--- src/rtl/cla_seq_pkg.sv ---
// Shared definitions for the slice-serial carry-look-ahead adder.
package cla_seq_pkg;

  // Width of one carry-look-ahead slice; the datapath processes one slice per cycle.
  localparam int SLICE_W = 4;

  // Controller states: waiting for work, stepping through slices, holding a result.
  typedef enum logic [1:0] {
    IDLE = 2'd0,
    RUN  = 2'd1,
    DONE = 2'd2
  } state_t;

endpackage : cla_seq_pkg

--- src/rtl/cla4_unit.sv ---
// Combinational 4-bit carry-look-ahead slice: all internal carries are
// produced directly from generate/propagate terms instead of rippling.
module cla4_unit
  import cla_seq_pkg::*;
(
  input  logic [SLICE_W-1:0] a,
  input  logic [SLICE_W-1:0] b,
  input  logic               cin,
  output logic [SLICE_W-1:0] s,
  output logic               cout
);

  logic [SLICE_W-1:0] w_p;
  logic [SLICE_W-1:0] w_g;
  logic [SLICE_W:0]   w_c;

  // Per-bit propagate/generate and the final sum bits.
  generate
    for (genvar gi = 0; gi < SLICE_W; gi++) begin : g_bit
      assign w_p[gi] = a[gi] ^ b[gi];
      assign w_g[gi] = a[gi] & b[gi];
      assign s[gi]   = w_p[gi] ^ w_c[gi];
    end
  endgenerate

  // Flattened look-ahead carry equations.
  assign w_c[0] = cin;
  assign w_c[1] = w_g[0] | (w_p[0] & cin);
  assign w_c[2] = w_g[1] | (w_p[1] & w_g[0]) | (w_p[1] & w_p[0] & cin);
  assign w_c[3] = w_g[2] | (w_p[2] & w_g[1]) | (w_p[2] & w_p[1] & w_g[0])
                | (w_p[2] & w_p[1] & w_p[0] & cin);
  assign w_c[4] = w_g[3] | (w_p[3] & w_g[2]) | (w_p[3] & w_p[2] & w_g[1])
                | (w_p[3] & w_p[2] & w_p[1] & w_g[0])
                | (w_p[3] & w_p[2] & w_p[1] & w_p[0] & cin);

  assign cout = w_c[4];

endmodule : cla4_unit

--- src/rtl/cla_seq_adder.sv ---
// Slice-serial adder/subtractor: one 4-bit CLA slice is reused over
// WIDTH/4 cycles, with the inter-slice carry held in a register.
module cla_seq_adder
  import cla_seq_pkg::*;
#(
  parameter int WIDTH = 16
) (
  input  logic             clk,
  input  logic             rst_n,
  input  logic             in_valid,
  output logic             in_ready,
  input  logic [WIDTH-1:0] in_a,
  input  logic [WIDTH-1:0] in_b,
  input  logic             in_cin,
  input  logic             in_sub,
  output logic             out_valid,
  input  logic             out_ready,
  output logic [WIDTH-1:0] out_sum,
  output logic             out_cout,
  output logic             out_ovf,
  output logic             out_zero,
  output logic             busy
);

  localparam int NSLICE = WIDTH / SLICE_W;
  localparam int IDX_W  = (NSLICE > 1) ? $clog2(NSLICE) : 1;
  localparam logic [IDX_W-1:0] LAST_IDX = IDX_W'(NSLICE - 1);

  state_t             r_state;
  logic [WIDTH-1:0]   r_a;
  logic [WIDTH-1:0]   r_b;
  logic               r_carry;
  logic [IDX_W-1:0]   r_idx;
  logic [SLICE_W-1:0] r_sum_sl [NSLICE];
  logic               r_cout;
  logic               r_ovf;
  logic               r_zero;

  logic [SLICE_W-1:0] w_a_sl [NSLICE];
  logic [SLICE_W-1:0] w_b_sl [NSLICE];
  logic [NSLICE-1:0]  w_sum_nz;
  logic [SLICE_W-1:0] w_a_cur;
  logic [SLICE_W-1:0] w_b_cur;
  logic [SLICE_W-1:0] w_s;
  logic               w_cout;
  logic               w_c_msb;
  logic               w_lower_zero;

  // Split operands and result into slice views; result slices drive out_sum directly.
  generate
    for (genvar gi = 0; gi < NSLICE; gi++) begin : g_slice
      assign w_a_sl[gi] = r_a[gi*SLICE_W +: SLICE_W];
      assign w_b_sl[gi] = r_b[gi*SLICE_W +: SLICE_W];
      assign w_sum_nz[gi] = |r_sum_sl[gi];
      assign out_sum[gi*SLICE_W +: SLICE_W] = r_sum_sl[gi];
    end
  endgenerate

  assign w_a_cur = w_a_sl[r_idx];
  assign w_b_cur = w_b_sl[r_idx];

  // The single shared slice; carry enters only from the carry register.
  cla4_unit u_cla4 (
    .a    (w_a_cur),
    .b    (w_b_cur),
    .cin  (r_carry),
    .s    (w_s),
    .cout (w_cout)
  );

  // Carry into the top bit recovered from the top sum bit: s = a ^ b ^ c.
  assign w_c_msb = w_s[SLICE_W-1] ^ w_a_cur[SLICE_W-1] ^ w_b_cur[SLICE_W-1];

  // On the last slice every lower slice of the result is already stored.
  assign w_lower_zero = ~|w_sum_nz[NSLICE-2:0];

  // Handshake and status flags decode straight from the state register.
  assign in_ready  = (r_state == IDLE);
  assign out_valid = (r_state == DONE);
  assign busy      = (r_state != IDLE);
  assign out_cout  = r_cout;
  assign out_ovf   = r_ovf;
  assign out_zero  = r_zero;

  // Controller and datapath: accept, step one slice per cycle, hold until consumed.
  always_ff @(posedge clk or negedge rst_n) begin
    if (!rst_n) begin
      r_state <= IDLE;
      r_a     <= '0;
      r_b     <= '0;
      r_carry <= 1'b0;
      r_idx   <= '0;
      r_cout  <= 1'b0;
      r_ovf   <= 1'b0;
      r_zero  <= 1'b0;
      for (int i = 0; i < NSLICE; i++) begin
        r_sum_sl[i] <= '0;
      end
    end else begin
      case (r_state)
        IDLE: begin
          if (in_valid) begin
            r_a     <= in_a;
            // Subtract is A + ~B + 1; the +1 rides in as the initial carry.
            r_b     <= in_sub ? ~in_b : in_b;
            r_carry <= in_sub | in_cin;
            r_idx   <= '0;
            r_state <= RUN;
          end
        end
        RUN: begin
          r_sum_sl[r_idx] <= w_s;
          r_carry         <= w_cout;
          r_idx           <= r_idx + 1'b1;
          if (r_idx == LAST_IDX) begin
            r_cout  <= w_cout;
            r_ovf   <= w_c_msb ^ w_cout;
            r_zero  <= w_lower_zero & ~|w_s;
            r_idx   <= '0;
            r_state <= DONE;
          end
        end
        DONE: begin
          if (out_ready) begin
            r_state <= IDLE;
          end
        end
        default: r_state <= IDLE;
      endcase
    end
  end

endmodule : cla_seq_adder

--- config.mk ---
export PLATFORM = sky130hd
export DESIGN_NAME = cla_seq_adder
export DESIGN_NICKNAME = d
export VERILOG_FILES = /design/src/rtl/cla_seq_pkg.sv /design/src/rtl/cla4_unit.sv /design/src/rtl/cla_seq_adder.sv
export SDC_FILE = /design/constraint.sdc
export NUM_CORES = 1
export LEC_CHECK = 0
export BUFFER_PORTS_ARGS = -buffer_cell sky130_fd_sc_hd__buf_4
export CAP_MARGIN = 20
export CORE_MARGIN = 2
export CORE_UTILIZATION = 25
export DETAILED_ROUTE_END_ITERATION = 16
export PLACE_DENSITY_LB_ADDON = 0.08
export SETUP_SLACK_MARGIN = 0.5
export SYNTH_ARGS = -nofsm -noshare
export SYNTH_HDL_FRONTEND = slang
export SYNTH_HIERARCHICAL = 1
export SYNTH_SLANG_ARGS = --single-unit
--- constraint.sdc ---
create_clock -name clk -period 3 [get_ports clk]
set_input_delay 0.15 -clock clk [delete_from_list [all_inputs] [get_ports clk]]
set_output_delay 0.15 -clock clk [all_outputs]
set_load 0.02 [all_outputs]
==> Word level (Yosys, flattened, before mapping) <==
Index checks and enable logic that the tools add are counted.
{ "word_totals": {"elab_cells": 97, "ff_bits": 56, "output_inout_bits": 22, "input_bits": 38} }
{ "op_classes": {"n_eq_ne": 6, "muxes": 19, "add_sub_neg": 1, "reduce_logical": 12, "n_lt_le_gt_ge": 2, "bitwise": 45} }
{ "ops": {"columns": ["op", "n"], "rows": [
  ["bitwise AND 1 bit", 21],
  ["two-way mux 4 bit", 5],
  ["binary-select mux 4 bit (select 2 bit)", 2],
  ["bitwise mux 16 bit", 1],
  ["two-way mux 16 bit", 1],
  ["NOT 16 bit", 1],
  ["OR reduction 12 bit", 1],
  ["OR 1 bit", 11],
  ["XOR 1 bit", 11],
  ["two-way mux 2 bit", 5],
  ["demux 4 bit (select 2 bit)", 1],
  ["case mux 2 bit (3 select lines)", 1],
  ["AND reduction 2 bit", 3],
  ["== test 2 bit, second input constant", 2],
  ["!= test 2 bit, second input constant", 2],
  ["case mux 2 bit (2 select lines)", 1],
  ["nonzero test 2 bit", 2],
  ["OR reduction 4 bit", 1],
  [">= comparator 3 bit, second input constant", 1],
  ["< comparator 3 x 1 -> 1 bit, second input constant", 1],
  ["NOT 2 -> 3 bit", 1],
  ["AND reduction 3 bit", 1],
  ["adder 2 x 1 -> 2 bit, second input constant", 1],
  ["== test 2 x 1 -> 1 bit, second input constant", 1],
  ["other kinds (6)", 7]
]} }

==> Longest topological paths before layout <==
{ "logic_depth": {"word_depth": 13, "depth_mapped": 9} }

==> Cells and area by module <==
Netlist, hierarchy kept.
{ "modules_own_cells": {"columns": ["mod", "n_inst", "area_per_inst_um2", "cells_per_inst", "seq_area_each_um2"], "rows": [
  ["cla_seq_adder", 1, 2587.5, 227, 1401.3],
  ["cla4_unit", 1, 151.4, 18, 0.0]
]} }

==> Least setup slack after synthesis <==
OpenSTA, ideal clock, no wires.
{ "synth_path": {"path_kind": "flip-flop to flip-flop", "from": "register r_idx[0]", "to": "register r_ovf, in the netlist out_ovf", "stages_incl_launch_ff": 10, "path_slack_ps": 330, "arrival_time_ps": 2590, "path_buffers": 1, "required_time_ps": 2920, "synth_period_minus_slack_ps": 2670, "path_cell_list": "dfrtp_1 > buf_6 > mux4_1 > ha_1 > a211oi_2 > o21bai_1 > xor2_1 > xor2_1 > xnor3_1 > o21ai_1"} }
{ "synth_via": {"elab_cells_between_ends": 40, "cone_classes": "eq/ne: 1; mux: 6; bitwise: 32; reduce/logical: 1"} }
{ "synth_rtl": {"columns": ["element", "line", "text"], "rows": [
  ["start: declaration", "cla_seq_adder.sv:33", "logic [IDX_W-1:0] r_idx;"],
  ["start signal: assignment", "cla_seq_adder.sv:114", "r_idx <= r_idx + 1'b1;"],
  ["NOT 2 -> 3 bit (not written as such) (*)", "cla_seq_adder.sv:59", "assign w_a_cur = w_a_sl[r_idx];"],
  ["binary-select mux 4 bit (select 2 bit) (*)", "cla_seq_adder.sv:59", null],
  ["two-way mux 4 bit (not written as such) (*) (2 in series)", "cla_seq_adder.sv:59", null],
  ["net w_a_cur[0]", "cla_seq_adder.sv:42", "logic [SLICE_W-1:0] w_a_cur;"],
  ["bitwise AND 1 bit or XOR 1 bit (tied branches)", "cla4_unit.sv:21, cla4_unit.sv:20", null],
  ["bitwise AND 1 bit (on tied branches)", "cla4_unit.sv:30, cla4_unit.sv:31", null],
  ["OR 1 bit or bitwise AND 1 bit (tied branches)", "cla4_unit.sv:30, cla4_unit.sv:31", null],
  ["OR 1 bit (*)", "cla4_unit.sv:31", "| (w_p[2] & w_p[1] & w_p[0] & cin);"],
  ["XOR 1 bit (*)", "cla4_unit.sv:22", "assign s[gi] = w_p[gi] ^ w_c[gi];"],
  ["net w_s[3]", "cla_seq_adder.sv:44", "logic [SLICE_W-1:0] w_s;"],
  ["XOR 1 bit (*) (2 in series)", "cla_seq_adder.sv:72", "assign w_c_msb = w_s[SLICE_W-1] ^ w_a_cur[SLICE_W-1] ^ w_b_cur[SLICE_W-1];"],
  ["XOR 1 bit (*)", "cla_seq_adder.sv:117", "r_ovf <= w_c_msb ^ w_cout;"],
  ["end signal: assignment", "cla_seq_adder.sv:117", null],
  ["end: declaration", "cla_seq_adder.sv:36", "logic r_ovf;"]
]} }
The timed path passes the listed nets; every way through them passes the cells marked *. The select of a mux whose other input is x is not followed.
A chain may end at the register's enable or synchronous reset.

==> Worst setup path in the final report <==
Ends and elaborated chain as after synthesis.

==> impl_metrics.tcl <==
set metrics [dict create \
    outcome "finished, final reports clean" \
    grt_pass1_wl_um 10290 \
    cts_buffer_depth 2 \
    cts_buffers 5 \
    report.final.slew_viol_count 0 \
    cts.sinks 56 \
    hold_class "in -> reg" \
    tns_ns 0 \
    die_w_um 108.7 \
    clock_latency_ns 0.31 \
    port-buffer-count 59 \
    final_cell_area_um2 3481 \
    syn_area_um2 2739 \
    syn_nets 292 \
    io_pins 60 \
    drt-total-wl_um 6352 \
    worst-path-max-fanout 7 \
    drc 0 \
    layout-drive-gt1-share_pct 34.85 \
    die_y_um 108.7 \
    clock.fmax_mhz 394.2 \
    start_kind "register" \
    p_sw_mw 1.960 \
    rsz0062_at_grt "true" \
    dieArea_um2 11810 \
    core_um2 10750 \
    arrival_ns 2.77 \
    drv_cap 0 \
    seqCellArea_um2 1403 \
    dpl_cell_area_um2 3324 \
    synth-seq-cells 56 \
    hpwl_um 4573 \
    fin_crit_sh_pct 84.55 \
    wl_per_cell_um 14.21 \
    syn_to_final_growth_pct 27.09 \
    cts_max_level 2 \
    p_leak_nw 1.631 \
    crit_path_end_kind "register" \
    synthCells 245 \
    yosysUniqueCellTypes 31 \
    pwr-share-clk_pct 8.8 \
    cts-root-buf "clkbuf_8" \
    max-slew-margin-rel_pct 36.87 \
    swShare_pct 42.59 \
    via_count 1905 \
    max_slew.worst_pin.slew_ns 0.9470 \
    power_density_nw_per_um2 1322 \
    viasPerCell 4.262 \
    finalPower_mw 4.602 \
    grt_max_degree 57 \
    finalHoldViolCount 0 \
    final_nets 354 \
    seq_power_share_pct 30.8 \
    fin_crit_ns 2.537 \
    grt_usage_pct 11.41 \
    nFillCells 1158 \
    first_iter_violations 49 \
    firstDrtPassIters 4 \
    synth-warning-count 6 \
    vdd_drop_max_v 0.0005063 \
    antenna_cells 0 \
    cts_tree "built" \
    synth.avg_cell_area_um2 11.18 \
    antenna_found_initial 0 \
    first_global_vias 2044 \
    setup_violations 0 \
    multi_input_area_um2 1297 \
    drtAntennaViolNets 0 \
    path_class "reg -> reg" \
    placementRows 38 \
    clk_pin_slew_ns 0.10 \
    skew_ns 0.007591 \
    combPwrFrac_pct 60.4 \
    grt_overflow_total 0 \
    p_int_mw 2.642 \
    start_util_pct 25.49 \
    seq_area_frac_synth_pct 51.16 \
    finalWeightedCongestion 0.6919 \
    cp.required_ns 3.24 \
]
-- state kept, by name (all words and copies together), names as in the netlist --
name      flops
out_ovf       1
out_zero      1
r_a          16
out_sum      16
r_idx         2
out_cout      1
r_b          16
r_state       2
r_carry       1
-- synthesized netlist by cell type --
master | instances | area (um^2)
nor2b_1 | 1 | 6.260
inv_1 | 8 | 30.03
nor4_1 | 4 | 25.02
buf_6 | 1 | 11.26
o21ai_1 | 2 | 10.01
nand3b_1 | 1 | 7.510
buf_2 | 5 | 25.02
clkbuf_1 | 4 | 15.01
or3b_2 | 1 | 8.760
mux4_1 | 7 | 183.9
xnor3_1 | 1 | 22.52
fa_1 | 1 | 20.02
o31ai_1 | 2 | 15.01
nand2b_1 | 2 | 12.51
nand2_1 | 71 | 266.5
ha_1 | 8 | 100.1
clkbuf_8 | 1 | 13.76
xor2_1 | 3 | 26.28
nand4_1 | 1 | 6.260
a211oi_2 | 1 | 12.51
dfrtp_1 | 56 | 1401
o21bai_1 | 1 | 7.510
mux2_2 | 17 | 191.4
mux4_2 | 1 | 22.52
nor2_1 | 2 | 7.510
a21o_1 | 1 | 7.510
o21ai_0 | 20 | 100.1
nand3_1 | 3 | 15.01
or2_2 | 1 | 6.260
xnor2_1 | 17 | 148.9
nor3b_2 | 1 | 12.51
-- path summary, 6_finish.rpt --
kind / from / endpoint / slack (ns) / cells after the start
max in group asynchronous: rst_n / r_idx[0] / 2.06 / 2
setup / recovery: r_idx[0] / out_ovf / 0.46 / 8
hold reg to reg: r_a[13] / r_a[13] / 0.48 / 2
min in group asynchronous: rst_n / r_b[3] / 0.42 / 2
hold / removal: in_a[5] / r_a[5] / 0.03 / 3
setup reg to reg: r_idx[0] / out_ovf / 0.46 / 8
-- area by class of cell --
type | instances | area share [%]
timing repair buffer | 66 | 14.31
inverter | 8 | 0.8627
multi-input combinational | 170 | 37.28
clock buffer | 6 | 2.085
sequential | 56 | 40.29
clock inverter | 1 | 0.1438
tap | 140 | 5.032
-- per-layer routing --
layer	part of all wire, %	vias to the layer above	wire (um)	track usage [%]
met5	0	-	0	0
met2	49	39	3137	19.51
met1	45	919	2876	14.40
met3	3.9	8	247	2.271
li1	-	939	-	-
met4	1.4	0	91	3.846
-- metrics by stage --
stage	instances	hold slack, ns	worst slack, ns	util (%)
4_1_cts	447	0.01742	0.4169	32.18
5_1_grt	447	0.02620	0.3394	32.39
3_3_place_gp	437	0.2741	0.3473	30.94
2_1_floorplan	245	-0.1456	0.4421	-
3_5_place_dp	437	0.2796	0.2504	30.94
6_report	447	0.02877	0.4634	32.39
-- worst max-delay path, cell delays in order (launching register included) --
cell	delay, ns
dfrtp_2	0.50
mux4_2	0.58
ha_4	0.27
a211oi_4	0.26
o21bai_4	0.10
xor2_2	0.20
xor2_1	0.18
xnor3_1	0.25
o21ai_1	0.13
-- what timing repair did --
| action | CTS | global route |
|---|---|---|
| endpoints found under the setup margin | 10 | 11 |
| hold buffers | 1 | 0 |
| pin swaps | 7 | 4 |
| resized for setup | 5 | 5 |
| hold endpoints to repair | 56 | 0 |
| setup buffers | 2 | 0 |
-- cell families (layout without fill, tap and decap cells) --
group	count (synthesis)	after routing	synth area share [%]
XOR/XNOR	21	21	7.218
flip-flops	56	56	51.16
multiplexers	25	25	14.53
adder cells (fa/ha/maj)	9	9	4.386
AO/OA/AOI/OAI	27	27	5.573
buffers and inverters	19	81	3.471
AND/OR/NAND/NOR	88	88	13.66
-- placed cells by master (no fill, tap or decap), types with 2 or more instances in the layout --
| cell type | instances |
|---|---|
| inv_1 | 8 |
| xnor2_1 | 17 |
| o21ai_1 | 4 |
| clkbuf_8 | 5 |
| ha_4 | 3 |
| ha_1 | 5 |
| nand3_1 | 3 |
| nand2_1 | 71 |
| nor4_1 | 3 |
| o31ai_1 | 2 |
| mux4_2 | 7 |
| xor2_2 | 2 |
| dfrtp_1 | 55 |
| nor2_1 | 2 |
| buf_4 | 65 |
| mux2_2 | 17 |
| o21ai_0 | 18 |
| nand2b_1 | 2 |
-- power by group through the flow --
stage	Combinational [mW]	Clock (mW)	Sequential, mW
2_1_floorplan	1.61	0	1.46
3_3_place_gp	2.50	0	1.45
3_5_place_dp	2.56	0	1.45
4_1_cts	2.73	0.426	1.43
5_1_grt	3.09	0.450	1.48
6_report	2.78	0.405	1.42
Note: power is estimated with default switching activity, not from simulation.
